File: src/rtl/mb_pkg.sv
// rtl/mb_pkg.sv - shared states, status codes and field widths for the PIN sequencer
package mb_pkg;

    localparam int PIN_W = 5;
    localparam int COD_W = 6;
    localparam int VAL_W = 5;

    typedef enum logic [2:0] {
        S_IDLE,
        S_ASK_PIN,
        S_CHECK,
        S_BAD,
        S_ASK_VAL,
        S_AUTH,
        S_DONE,
        S_LOCKED
    } state_t;

    localparam logic [2:0] ST_IDLE     = 3'd0;
    localparam logic [2:0] ST_ASK_PIN  = 3'd1;
    localparam logic [2:0] ST_ASK_VAL  = 3'd2;
    localparam logic [2:0] ST_BUSY     = 3'd3;
    localparam logic [2:0] ST_OK       = 3'd4;
    localparam logic [2:0] ST_BAD_PIN  = 3'd5;
    localparam logic [2:0] ST_NO_FUNDS = 3'd6;
    localparam logic [2:0] ST_LOCKED   = 3'd7;

endpackage

File: src/rtl/mb_pin_sequencer_if.sv
// rtl/mb_pin_sequencer_if.sv - card reader / keypad inputs and authorisation-stage outputs
interface mb_pin_sequencer_if;

    logic                      card;
    logic [mb_pkg::COD_W-1:0]  cod;
    logic [mb_pkg::VAL_W-1:0]  saldo;
    logic                      key_vld;
    logic [mb_pkg::PIN_W-1:0]  key_data;
    logic                      cancel;

    logic                      en;
    logic [mb_pkg::PIN_W-1:0]  pin;
    logic [mb_pkg::COD_W-1:0]  cod_out;
    logic [mb_pkg::VAL_W-1:0]  val;
    logic [mb_pkg::VAL_W-1:0]  saldo_out;
    logic [2:0]                status;
    logic                      dispense;

    modport slave (
        input  card, cod, saldo, key_vld, key_data, cancel,
        output en, pin, cod_out, val, saldo_out, status, dispense
    );

    modport master (
        output card, cod, saldo, key_vld, key_data, cancel,
        input  en, pin, cod_out, val, saldo_out, status, dispense
    );

endinterface

File: src/rtl/mb_edge_det.sv
// rtl/mb_edge_det.sv - registered rise/fall detector for the card-present level
module mb_edge_det (
    input  logic clk,
    input  logic rst_n,
    input  logic din,
    output logic lvl,
    output logic rise,
    output logic fall
);

    always_ff @(posedge clk or negedge rst_n) begin
        if (!rst_n) begin
            lvl  <= 1'b0;
            rise <= 1'b0;
            fall <= 1'b0;
        end else begin
            lvl  <= din;
            rise <= din & ~lvl;
            fall <= ~din & lvl;
        end
    end

endmodule

File: src/rtl/mb_pin_sequencer.sv
// rtl/mb_pin_sequencer.sv - card/PIN/value sequencer ahead of authorisation; MB_TIMEOUT_EN adds an idle abort
module mb_pin_sequencer
    import mb_pkg::*;
#(
    parameter int MAX_TRIES = 3
`ifdef MB_TIMEOUT_EN
    ,
    parameter int TIMEOUT_CYC = 1024
`endif
) (
    input  logic               clk,
    input  logic               rst_n,
    mb_pin_sequencer_if.slave  bus
);

    state_t             state_q, state_d;
    logic               card_lvl, card_rise, card_fall;
    logic [2:0]         tries_q;
    logic               lock_q;
    logic [COD_W-1:0]   locked_cod_q;
    logic               auth_cnt_q;
    logic [PIN_W-1:0]   pin_q;
    logic [COD_W-1:0]   cod_out_q;
    logic [VAL_W-1:0]   val_q;
    logic [VAL_W-1:0]   saldo_q;
    logic [2:0]         status_q, status_d;
    logic               en_q, en_d;
    logic               dispense_q, dispense_d;
    logic               abort, tmo_hit, pin_ok, funds_ok, lock_hit, tries_max;

    mb_edge_det u_card_edge (
        .clk   (clk),
        .rst_n (rst_n),
        .din   (bus.card),
        .lvl   (card_lvl),
        .rise  (card_rise),
        .fall  (card_fall)
    );

`ifdef MB_TIMEOUT_EN
    logic [10:0] tmo_cnt_q;
    assign tmo_hit = (tmo_cnt_q == 11'(TIMEOUT_CYC - 1));

    always_ff @(posedge clk or negedge rst_n) begin
        if (!rst_n)
            tmo_cnt_q <= '0;
        else if ((state_q == S_ASK_PIN || state_q == S_ASK_VAL) && state_d == state_q && !bus.key_vld)
            tmo_cnt_q <= tmo_cnt_q + 11'd1;
        else
            tmo_cnt_q <= '0;
    end
`else
    assign tmo_hit = 1'b0;
`endif

    assign abort     = bus.cancel | card_fall;
    assign pin_ok    = ({1'b0, pin_q} == cod_out_q);
    assign funds_ok  = (val_q <= saldo_q);
    assign lock_hit  = lock_q && (bus.cod == locked_cod_q);
    assign tries_max = (tries_q == 3'(MAX_TRIES));

    always_ff @(posedge clk or negedge rst_n) begin
        if (!rst_n) state_q <= S_IDLE;
        else        state_q <= state_d;
    end

    always_comb begin
        state_d = state_q;
        case (state_q)
            S_IDLE:    if (card_rise) state_d = lock_hit ? S_LOCKED : S_ASK_PIN;
            S_ASK_PIN: if (abort || tmo_hit) state_d = S_IDLE;
                       else if (bus.key_vld) state_d = S_CHECK;
            S_CHECK:   if (abort) state_d = S_IDLE;
                       else state_d = pin_ok ? S_ASK_VAL : S_BAD;
            // Lock-out wins over a simultaneous abort so the code is never left unlocked.
            S_BAD:     if (tries_max) state_d = S_LOCKED;
                       else if (abort) state_d = S_IDLE;
                       else state_d = S_ASK_PIN;
            S_ASK_VAL: if (abort || tmo_hit) state_d = S_IDLE;
                       else if (bus.key_vld && bus.key_data != '0) state_d = S_AUTH;
            S_AUTH:    if (abort) state_d = S_IDLE;
                       else if (auth_cnt_q) state_d = S_DONE;
            S_DONE:    if (!card_lvl) state_d = S_IDLE;
            S_LOCKED:  if (!card_lvl) state_d = S_IDLE;
            default:   state_d = S_IDLE;
        endcase
    end

    always_comb begin
        en_d       = (state_d != S_AUTH);
        dispense_d = (state_q == S_AUTH) && (state_d == S_DONE) && funds_ok;
        status_d   = ST_IDLE;
        case (state_d)
            S_IDLE:    status_d = ST_IDLE;
            S_ASK_PIN: status_d = ST_ASK_PIN;
            S_CHECK:   status_d = ST_BUSY;
            S_BAD:     status_d = ST_BAD_PIN;
            S_ASK_VAL: status_d = ST_ASK_VAL;
            S_AUTH:    status_d = ST_BUSY;
            S_DONE:    status_d = (state_q == S_DONE) ? status_q
                                : (funds_ok ? ST_OK : ST_NO_FUNDS);
            S_LOCKED:  status_d = ST_LOCKED;
            default:   status_d = ST_IDLE;
        endcase
    end

    always_ff @(posedge clk or negedge rst_n) begin
        if (!rst_n) begin
            tries_q      <= '0;
            lock_q       <= 1'b0;
            locked_cod_q <= '0;
            auth_cnt_q   <= 1'b0;
            pin_q        <= '0;
            cod_out_q    <= '0;
            val_q        <= '0;
            saldo_q      <= '0;
            status_q     <= ST_IDLE;
            en_q         <= 1'b1;
            dispense_q   <= 1'b0;
        end else begin
            status_q   <= status_d;
            en_q       <= en_d;
            dispense_q <= dispense_d;
            if (state_q == S_IDLE && card_rise) begin
                cod_out_q <= bus.cod;
                saldo_q   <= bus.saldo;
                tries_q   <= '0;
            end
            if (state_q == S_ASK_PIN && state_d == S_CHECK)
                pin_q <= bus.key_data;
            if (state_q == S_CHECK && state_d == S_BAD)
                tries_q <= tries_q + 3'd1;
            if (state_q == S_BAD && state_d == S_LOCKED) begin
                lock_q       <= 1'b1;
                locked_cod_q <= cod_out_q;
            end
            if (state_q == S_ASK_VAL && state_d == S_AUTH) begin
                val_q      <= bus.key_data;
                auth_cnt_q <= 1'b0;
            end
            if (state_q == S_AUTH)
                auth_cnt_q <= 1'b1;
            if (state_q == S_DONE && state_d == S_IDLE) begin
                pin_q <= '0;
                val_q <= '0;
            end
        end
    end

    assign bus.en        = en_q;
    assign bus.pin       = pin_q;
    assign bus.cod_out   = cod_out_q;
    assign bus.val       = val_q;
    assign bus.saldo_out = saldo_q;
    assign bus.status    = status_q;
    assign bus.dispense  = dispense_q;

endmodule

File: src/flat_wrapper.sv
// flat-port wrapper written by rule: the top's interface ports become plain ports
module mb_pin_sequencer_flat import mb_pkg::*;
#(
    parameter int MAX_TRIES = 3

)
  (clk, rst_n, bus_card, bus_cod, bus_saldo, bus_key_vld, bus_key_data, bus_cancel, bus_en, bus_pin, bus_cod_out, bus_val, bus_saldo_out, bus_status, bus_dispense);
  mb_pin_sequencer_if bus_i ();
  input  logic clk;
  input  logic rst_n;
  input wire logic [$bits(bus_i.card)-1:0] bus_card;
  input wire logic [$bits(bus_i.cod)-1:0] bus_cod;
  input wire logic [$bits(bus_i.saldo)-1:0] bus_saldo;
  input wire logic [$bits(bus_i.key_vld)-1:0] bus_key_vld;
  input wire logic [$bits(bus_i.key_data)-1:0] bus_key_data;
  input wire logic [$bits(bus_i.cancel)-1:0] bus_cancel;
  output wire logic [$bits(bus_i.en)-1:0] bus_en;
  output wire logic [$bits(bus_i.pin)-1:0] bus_pin;
  output wire logic [$bits(bus_i.cod_out)-1:0] bus_cod_out;
  output wire logic [$bits(bus_i.val)-1:0] bus_val;
  output wire logic [$bits(bus_i.saldo_out)-1:0] bus_saldo_out;
  output wire logic [$bits(bus_i.status)-1:0] bus_status;
  output wire logic [$bits(bus_i.dispense)-1:0] bus_dispense;
  assign bus_i.card = bus_card;
  assign bus_i.cod = bus_cod;
  assign bus_i.saldo = bus_saldo;
  assign bus_i.key_vld = bus_key_vld;
  assign bus_i.key_data = bus_key_data;
  assign bus_i.cancel = bus_cancel;
  assign bus_en = bus_i.en;
  assign bus_pin = bus_i.pin;
  assign bus_cod_out = bus_i.cod_out;
  assign bus_val = bus_i.val;
  assign bus_saldo_out = bus_i.saldo_out;
  assign bus_status = bus_i.status;
  assign bus_dispense = bus_i.dispense;
  mb_pin_sequencer #(.MAX_TRIES(MAX_TRIES)) u_core (.clk(clk), .rst_n(rst_n), .bus(bus_i));
endmodule
File: config.mk
export PLATFORM = sky130hd
export DESIGN_NAME = mb_pin_sequencer_flat
export DESIGN_NICKNAME = d
export VERILOG_FILES = /design/src/rtl/mb_pkg.sv /design/src/rtl/mb_pin_sequencer_if.sv /design/src/rtl/mb_edge_det.sv /design/src/rtl/mb_pin_sequencer.sv /design/src/flat_wrapper.sv
export SDC_FILE = /design/constraint.sdc
export NUM_CORES = 1
export LEC_CHECK = 0
export ABC_CLOCK_PERIOD_IN_PS = 3000
export BUFFER_PORTS_ARGS = -buffer_cell sky130_fd_sc_hd__buf_4
export CELL_PAD_IN_SITES_DETAIL_PLACEMENT = 1
export CELL_PAD_IN_SITES_GLOBAL_PLACEMENT = 2
export CORE_MARGIN = 2
export CORE_UTILIZATION = 34
export CTS_BUF_LIST = sky130_fd_sc_hd__clkbuf_4
export DETAILED_ROUTE_END_ITERATION = 8
export HOLD_SLACK_MARGIN = 0.03
export PLACE_DENSITY_LB_ADDON = 0.25
export SLEW_MARGIN = 10
export SYNTH_ARGS = -nofsm -noshare
export SYNTH_HDL_FRONTEND = slang
export SYNTH_SLANG_ARGS = --single-unit
File: constraint.sdc
create_clock -name clk -period 3 [get_ports clk]
set_input_delay 0.45 -clock clk [delete_from_list [all_inputs] [get_ports clk]]
set_output_delay 0.45 -clock clk [all_outputs]
set_load 0.05 [all_outputs]
# Word-level counts from Yosys, hierarchy flattened

Index checks and enable logic that the tools add are counted.

Word-level logic and storage cells: 85
Output and inout bits: 26
Bits of input ports: 21
Register bits after elaboration: 43

Mux-type cells: 25
Order comparisons: 1
Bitwise gates (word level): 5
Reduce and logical (&&, ||, !) cells: 19
Eq/ne operators: 19
Add/sub/neg operators: 1

Operators with widths:

| cell                                          | number |
|---|---|
| two-way mux 3 bit                             | 15 |
| case mux 3 bit (7 select lines)               | 2 |
| == test 3 bit, second input constant          | 8 |
| two-way mux 5 bit                             | 4 |
| == test 3 x 2 -> 1 bit, second input constant | 5 |
| logical AND 1 bit                             | 10 |
| nonzero test 2 bit                            | 4 |
| == test 3 x 1 -> 1 bit, second input constant | 2 |
| == test 5 x 6 -> 1 bit                        | 1 |
| == test 6 bit                                 | 1 |
| logical NOT 3 bit                             | 2 |
| less-or-equal comparator 5 bit                | 1 |
| nonzero test 5 bit                            | 1 |
| OR reduction 2 bit                            | 2 |
| adder 3 x 1 -> 3 bit, second input constant   | 1 |
| two-way mux 1 bit                             | 3 |
| inequality test 3 bit, second input constant  | 1 |
| AND 1 bit                                     | 2 |
| two-way mux 2 bit                             | 1 |
| inequality test 2 bit, second input constant  | 1 |
| NOT 1 bit                                     | 2 |
| bitwise OR 1 bit                              | 1 |

# Longest topological paths before layout

Depth in word-level cells: 9
Depth in mapped cells: 7
Depth with buffers taken out: 7

# Modules after synthesis

Synthesis repeated with hierarchy kept, for this count alone.

Cells, all modules: 199
Area, all modules: 2123.3 um^2

By module, submodules not included:

| module           | area an instance (um^2) | instances | cells each | sequential area each (um^2) |
|---|---|---|---|---|
| mb_pin_sequencer | 2033.2                  | 1         | 194        | 1002.2 |
| mb_edge_det      | 90.1                    | 1         | 5          | 75.1 |

# Worst setup path after synthesis

OpenSTA, ideal clock, no wires.

Path kind: register -> register
From: reg u_core.saldo_q[2], in the netlist u_core.bus.saldo_out[2]
To: reg u_core.status_q[1], in the netlist u_core.bus.status[1]
Path slack: 973 ps
Cell stages (with the launch flop): 8
Data arrival time: 1901 ps
Library setup time: 126 ps
Data required time: 2874 ps
Path through: dfrtp_1 > inv_1 > ha_1 > o21ai_1 > a21oi_1 > o31ai_1 > nand3b_4 > o311a_1

Longest elaborated chain between the ends: 4

Ends and longest elaborated chain:

| what                            | RTL line                | source |
|---|---|---|
| start: declaration              | mb_pin_sequencer.sv:25  | `logic [VAL_W-1:0] saldo_q;` |
| start signal: assignment        | mb_pin_sequencer.sv:126 | `saldo_q <= bus.saldo;` |
| less-or-equal comparator 5 bit  | mb_pin_sequencer.sv:58  | `assign funds_ok = (val_q <= saldo_q);` |
| two-way mux 2 bit               | mb_pin_sequencer.sv:101 | `: (funds_ok ? ST_OK : ST_NO_FUNDS);` |
| two-way mux 3 bit               | mb_pin_sequencer.sv:100 | `S_DONE: status_d = (state_q == S_DONE) ? status_q` |
| case mux 3 bit (7 select lines) | mb_pin_sequencer.sv:93  | `case (state_d)` |
| end signal: assignment          | mb_pin_sequencer.sv:121 | `status_q <= status_d;` |
| end: declaration                | mb_pin_sequencer.sv:26  | `logic [2:0] status_q, status_d;` |

No other way between the ends. The select of a mux whose other input is x is not followed.
A chain may end at the register's enable or synchronous reset.

# Final worst setup path

From: reg u_core.tries_q[0]
To: reg u_core.status_q[1], in the netlist u_core.bus.status[1]

Longest elaborated chain between the ends: 6
Elaborated cells between the ends (all ways): 14
Classes of those cells: 9 x eq/ne; 3 x mux; 2 x reduce/logical

Ends and longest elaborated chain:

| what                                                    | RTL line                | source |
|---|---|---|
| start: declaration                                      | mb_pin_sequencer.sv:18  | `logic [2:0] tries_q;` |
| start signal: assignment                                | mb_pin_sequencer.sv:132 | `tries_q <= tries_q + 3'd1;` |
| == test 3 x 2 -> 1 bit (*)                              | mb_pin_sequencer.sv:60  | `assign tries_max = (tries_q == 3'(MAX_TRIES));` |
| two-way mux 3 bit (*)                                   | mb_pin_sequencer.sv:76  | `S_BAD: if (tries_max) state_d = S_LOCKED;` |
| case mux 3 bit (7 select lines) (*)                     | mb_pin_sequencer.sv:69  | `case (state_q)` |
| == test 3 bit or == test 3 x 2 -> 1 bit (tied branches) | mb_pin_sequencer.sv:93  |  |
| OR reduction 2 bit (no line)                            | -                       |  |
| case mux 3 bit (7 select lines)                         | mb_pin_sequencer.sv:93  |  |

Every way passes the cells marked *; elsewhere a longest branch is shown, timed or not.

==> impl_table.tex <==
\begin{tabular}{lr}
\hline
Metric & Value \\
\hline
\multicolumn{2}{l}{\textbf{Yosys}} \\
\quad Fraction of synthesized cell area taken by the top area cell type & 0.492 \\
\quad FFs w/ async S/R, synth & 1.00 \\
\quad Number of instances in the synthesized netlist & 196 \\
\quad Leading post-synthesis cells by cell area & dfrtp\_1 (49\%), mux2i\_1 (4.7\%), nand2\_1 (4.2\%), ha\_1 (4.1\%), mux2\_1 (3.7\%) \\
\quad Synthesis-stage register bit count & 43 \\
\quad Mean area per synthesized cell & between 10 and 15 sq um \\
\quad Yosys warns & 0 \\
\quad Net count after synthesis & 224 \\
\quad Cell with the most instances after synthesis & dfrtp\_1 \\
\quad Count of flip-flops with a built-in enable after synthesis & 0 \\
\quad Share of synthesized area occupied by flip-flops and latches & 0.504 \\
\quad Leading post-synthesis cells by instance count & dfrtp\_1 (42), nand2\_1 (24), nor2\_1 (16) \\
\quad Distinct cell type count after synthesis & 44 \\
\quad Total standard cell area after synthesis & 0.00214 sq mm \\
\quad Post-synth top flop & dfrtp\_1 \\
\quad Most area-hungry cell type in the Yosys netlist & dfrtp\_1 \\
\multicolumn{2}{l}{\textbf{Drt}} \\
\quad Vias per Instance & 4.96 \\
\quad Number of optimization iterations in the first detailed-route pass & 4 \\
\quad Wire length per cell & 16.6 um \\
\quad Starting DRC count in detailed routing & 56 \\
\quad Total number of vias & 1592 \\
\quad Total wire length & 5.32 mm \\
\quad DRC & 0 \\
\quad Post-route antenna net violation count & 0 \\
\multicolumn{2}{l}{\textbf{GRT}} \\
\quad Overall Global Routing Usage & 0.158 \\
\quad Maximum number of pins on one net before global-route repair & 44 \\
\quad Wire length of the first global-routing pass & between 8 and 9 mm \\
\quad Overall overflow remaining after global route & 0 \\
\quad Number of global-route vias before repair & 1696 \\
\quad Initial antenna violation count & 0 \\
\multicolumn{2}{l}{\textbf{Die}} \\
\quad Overall die area & 0.00694 sq mm \\
\quad Site row count & 28 \\
\quad Std-Cell Core Area & 0.00599 sq mm \\
\quad Die Span Y & 83.3 um \\
\quad Starting utilization of the core area & 0.357 \\
\quad Die Width & 83.3 um \\
\quad Number of I/O pins & 47 \\
\multicolumn{2}{l}{\textbf{Placement}} \\
\quad Number of cells after detailed placement & 313 \\
\quad HPWL after DPL & 3.95 mm \\
\quad Routability congestion estimate & 0.789 \\
\quad Buffers added on ports & 46 \\
\multicolumn{2}{l}{\textbf{Timing}} \\
\quad Min cycle time layout & 2.19 ns \\
\quad Worst-Margin Slew & 0.707 ns \\
\quad Number of pins exceeding their max-slew limit in the final report & 0 \\
\quad Unrepaired setup endpoints after global routing & false \\
\quad Maximum achievable frequency & 456 MHz \\
\quad Headroom to the max-slew limit & 0.528 \\
\quad Setup Skew & 0.0151 ns \\
\quad Finish-stage setup viols & 0 \\
\quad Number of hold violations in the final report & 0 \\
\quad Period utilisation layout & 0.731 \\
\quad Total negative setup slack & 0 ns \\
\multicolumn{2}{l}{\textbf{Worst setup path}} \\
\quad Endpoint arrival time on the critical path & 2.44 ns \\
\quad Type of element capturing the critical path & register \\
\quad Biggest fanout along the worst timing path & 3 \\
\quad Kind of start point of the critical path & register \\
\quad Data required, critical path & 3.25 ns \\
\quad Beginning of the critical path & u\_core.tries\_q[0] \\
\quad Critical path class & reg -> reg \\
\quad Start of the worst register-to-register path & u\_core.tries\_q[0] \\
\multicolumn{2}{l}{\textbf{Power and ir drop}} \\
\quad Power density cells & 1030 mW/mm\^{}2 \\
\quad Sw Share & 0.480 \\
\quad P\_leak & 0.00130 uW \\
\quad Sequential group share of total power & 0.366 \\
\quad Combinational share of power & 0.525 \\
\quad Int Pwr & approximately 1400 uW \\
\quad Relative contribution of the clock network to total power & 0.109 \\
\quad Peak ir drop on the vdd network & 542 uV \\
\quad Net switching power & 1300 uW \\
\multicolumn{2}{l}{\textbf{Clock network}} \\
\quad H-tree levels & 2 \\
\quad Num CTS Buffers & 5 \\
\quad CTS root buf & clkbuf\_4 \\
\quad Gates resized, CTS repair & 0 \\
\quad Number of clock sinks & 43 \\
\quad Clock Path Buffers & 2 \\
\quad CTS tree & built \\
\quad Number of hold buffers added after cts & 0 \\
\quad Post-CTS setup repair buffer count & 0 \\
\quad Clock insertion delay at the later pin of the skew report & 0.35 ns \\
\quad Clock slew at the register clock pins of the worst setup and hold paths & 0.13 ns \\
\multicolumn{2}{l}{\textbf{Job}} \\
\quad Count of maximum capacitance violations & 0 \\
\multicolumn{2}{l}{\textbf{Cells and area}} \\
\quad Post-synthesis to final-layout area growth & 22.8\% \\
\quad Share of layout cells above drive strength 1 & 0.272 \\
\quad Fin cells & 321 \\
\quad Layout net count & 273 \\
\quad Diodes inserted & 0 \\
\quad Fill count & 683 \\
\multicolumn{2}{l}{\textbf{Worst hold path}} \\
\quad Worst min path class & in -> async \\
\multicolumn{2}{l}{\textbf{Status}} \\
\quad Outcome & finished clean \\
\hline
\end{tabular}
[state kept, by name, summed over array words and instances, names as in the netlist]
register,count
u_core.u_card_edge.lvl,1
u_core.tries_q,3
u_core.state_q,3
u_core.locked_cod_q,6
u_core.u_card_edge.fall,1
u_core.bus.en,1
u_core.bus.val,5
u_core.auth_cnt_q,1
u_core.u_card_edge.rise,1
u_core.bus.cod_out,6
u_core.bus.status,3
u_core.bus.dispense,1
u_core.bus.pin,5
u_core.lock_q,1
u_core.bus.saldo_out,5
[critical path, cell delays in order, from the launching register on]
cell and delay (ns):
dfrtp_1 0.43, ha_1 0.21, ha_1 0.20, o311ai_0 0.46
o311a_1 0.35, nand3b_4 0.09, o311a_1 0.35
[final cells by class]
| type | instances | area (sq um) | area share |
|---|---|---|---|
| Tap cell | 75 | 93.8 | 0.0357 |
| Clock buffer | 7 | 52.6 | 0.0200 |
| Timing Repair Buffer | 48 | 360 | 0.137 |
| Multi-Input combinational cell | 139 | 1010 | 0.383 |
| Clock inverter | 1 | 5.00 | 0.00191 |
| Sequential cell | 43 | 1080 | 0.410 |
| Inverter | 8 | 30.0 | 0.0114 |
[worst paths after layout]
path                                          end  slack (ns)  cells after the start
min in group clk           u_core.u_card_edge.lvl        0.23                      1
hold reg to reg                     u_core.lock_q        0.48                      1
hold / removal             u_core.locked_cod_q[3]        0.07                      1
setup / recovery             u_core.bus.status[1]        0.81                      6
setup reg to reg             u_core.bus.status[1]        0.81                      6
max in group asynchronous       u_core.tries_q[1]        2.55                      1
[stage by stage]
stage | cell area [sq um] | hold WS (ns) | worst slack [ns] | power (uW) | utilization
global route | 2630 | 0.0920 | 0.639 | 2890 | 0.438
finish | 2630 | 0.0703 | 0.806 | 2710 | 0.438
floorplan | 2140 | 0.154 | 0.973 | 1980 | -
global placement | 2570 | 0.455 | 0.863 | 2410 | 0.429
CTS | 2630 | 0.0817 | 0.800 | 2740 | 0.438
detailed placement | 2570 | 0.459 | 0.826 | 2430 | 0.429
[per-layer routing]
layer / up-vias / share of wire / GRT usage
li1: 778 / - / -
met1: 775 / 0.51 / 0.218
met2: 33 / 0.44 / 0.248
met3: 6 / 0.039 / 0.0338
met4: 0 / 0.013 / 0.0492
met5: - / 0 / 0
[layout by cell type (no fill, tap or decap), types with 3 or more instances in the layout]
master    instances
clkbuf_4          7
ha_1              7
buf_4            48
dfrtp_1          42
nor2b_1           4
xnor2_1           8
nand3_1           7
nand2_1          24
nor3_1            3
mux2_1            7
mux2i_1          10
nand3b_1          3
inv_1             8
nand2b_1          5
nor2_1           16
a21oi_1           5
mux2_2            4
xor2_1            3
[power groups by stage]
| stage | sequential (uW) | clock (uW) | combinational (uW) |
|---|---|---|---|
| global route | 1020 | 332 | 1530 |
| CTS | 996 | 308 | 1430 |
| finish | 993 | 296 | 1420 |
| floorplan | 1390 | 0 | 588 |
| detailed placement | 1000 | 0 | 1430 |
| global placement | 1000 | 0 | 1410 |
[kinds of logic after synthesis]
logic type,count (synthesis),share of synthesized area
simple gates,80,0.207
flops,43,0.504
mux,21,0.105
compound gates,20,0.0732
buf+inv,14,0.0252
xor+xnor,11,0.0451
fa+ha+maj,7,0.0410
(Power assumes the default switching activity.)
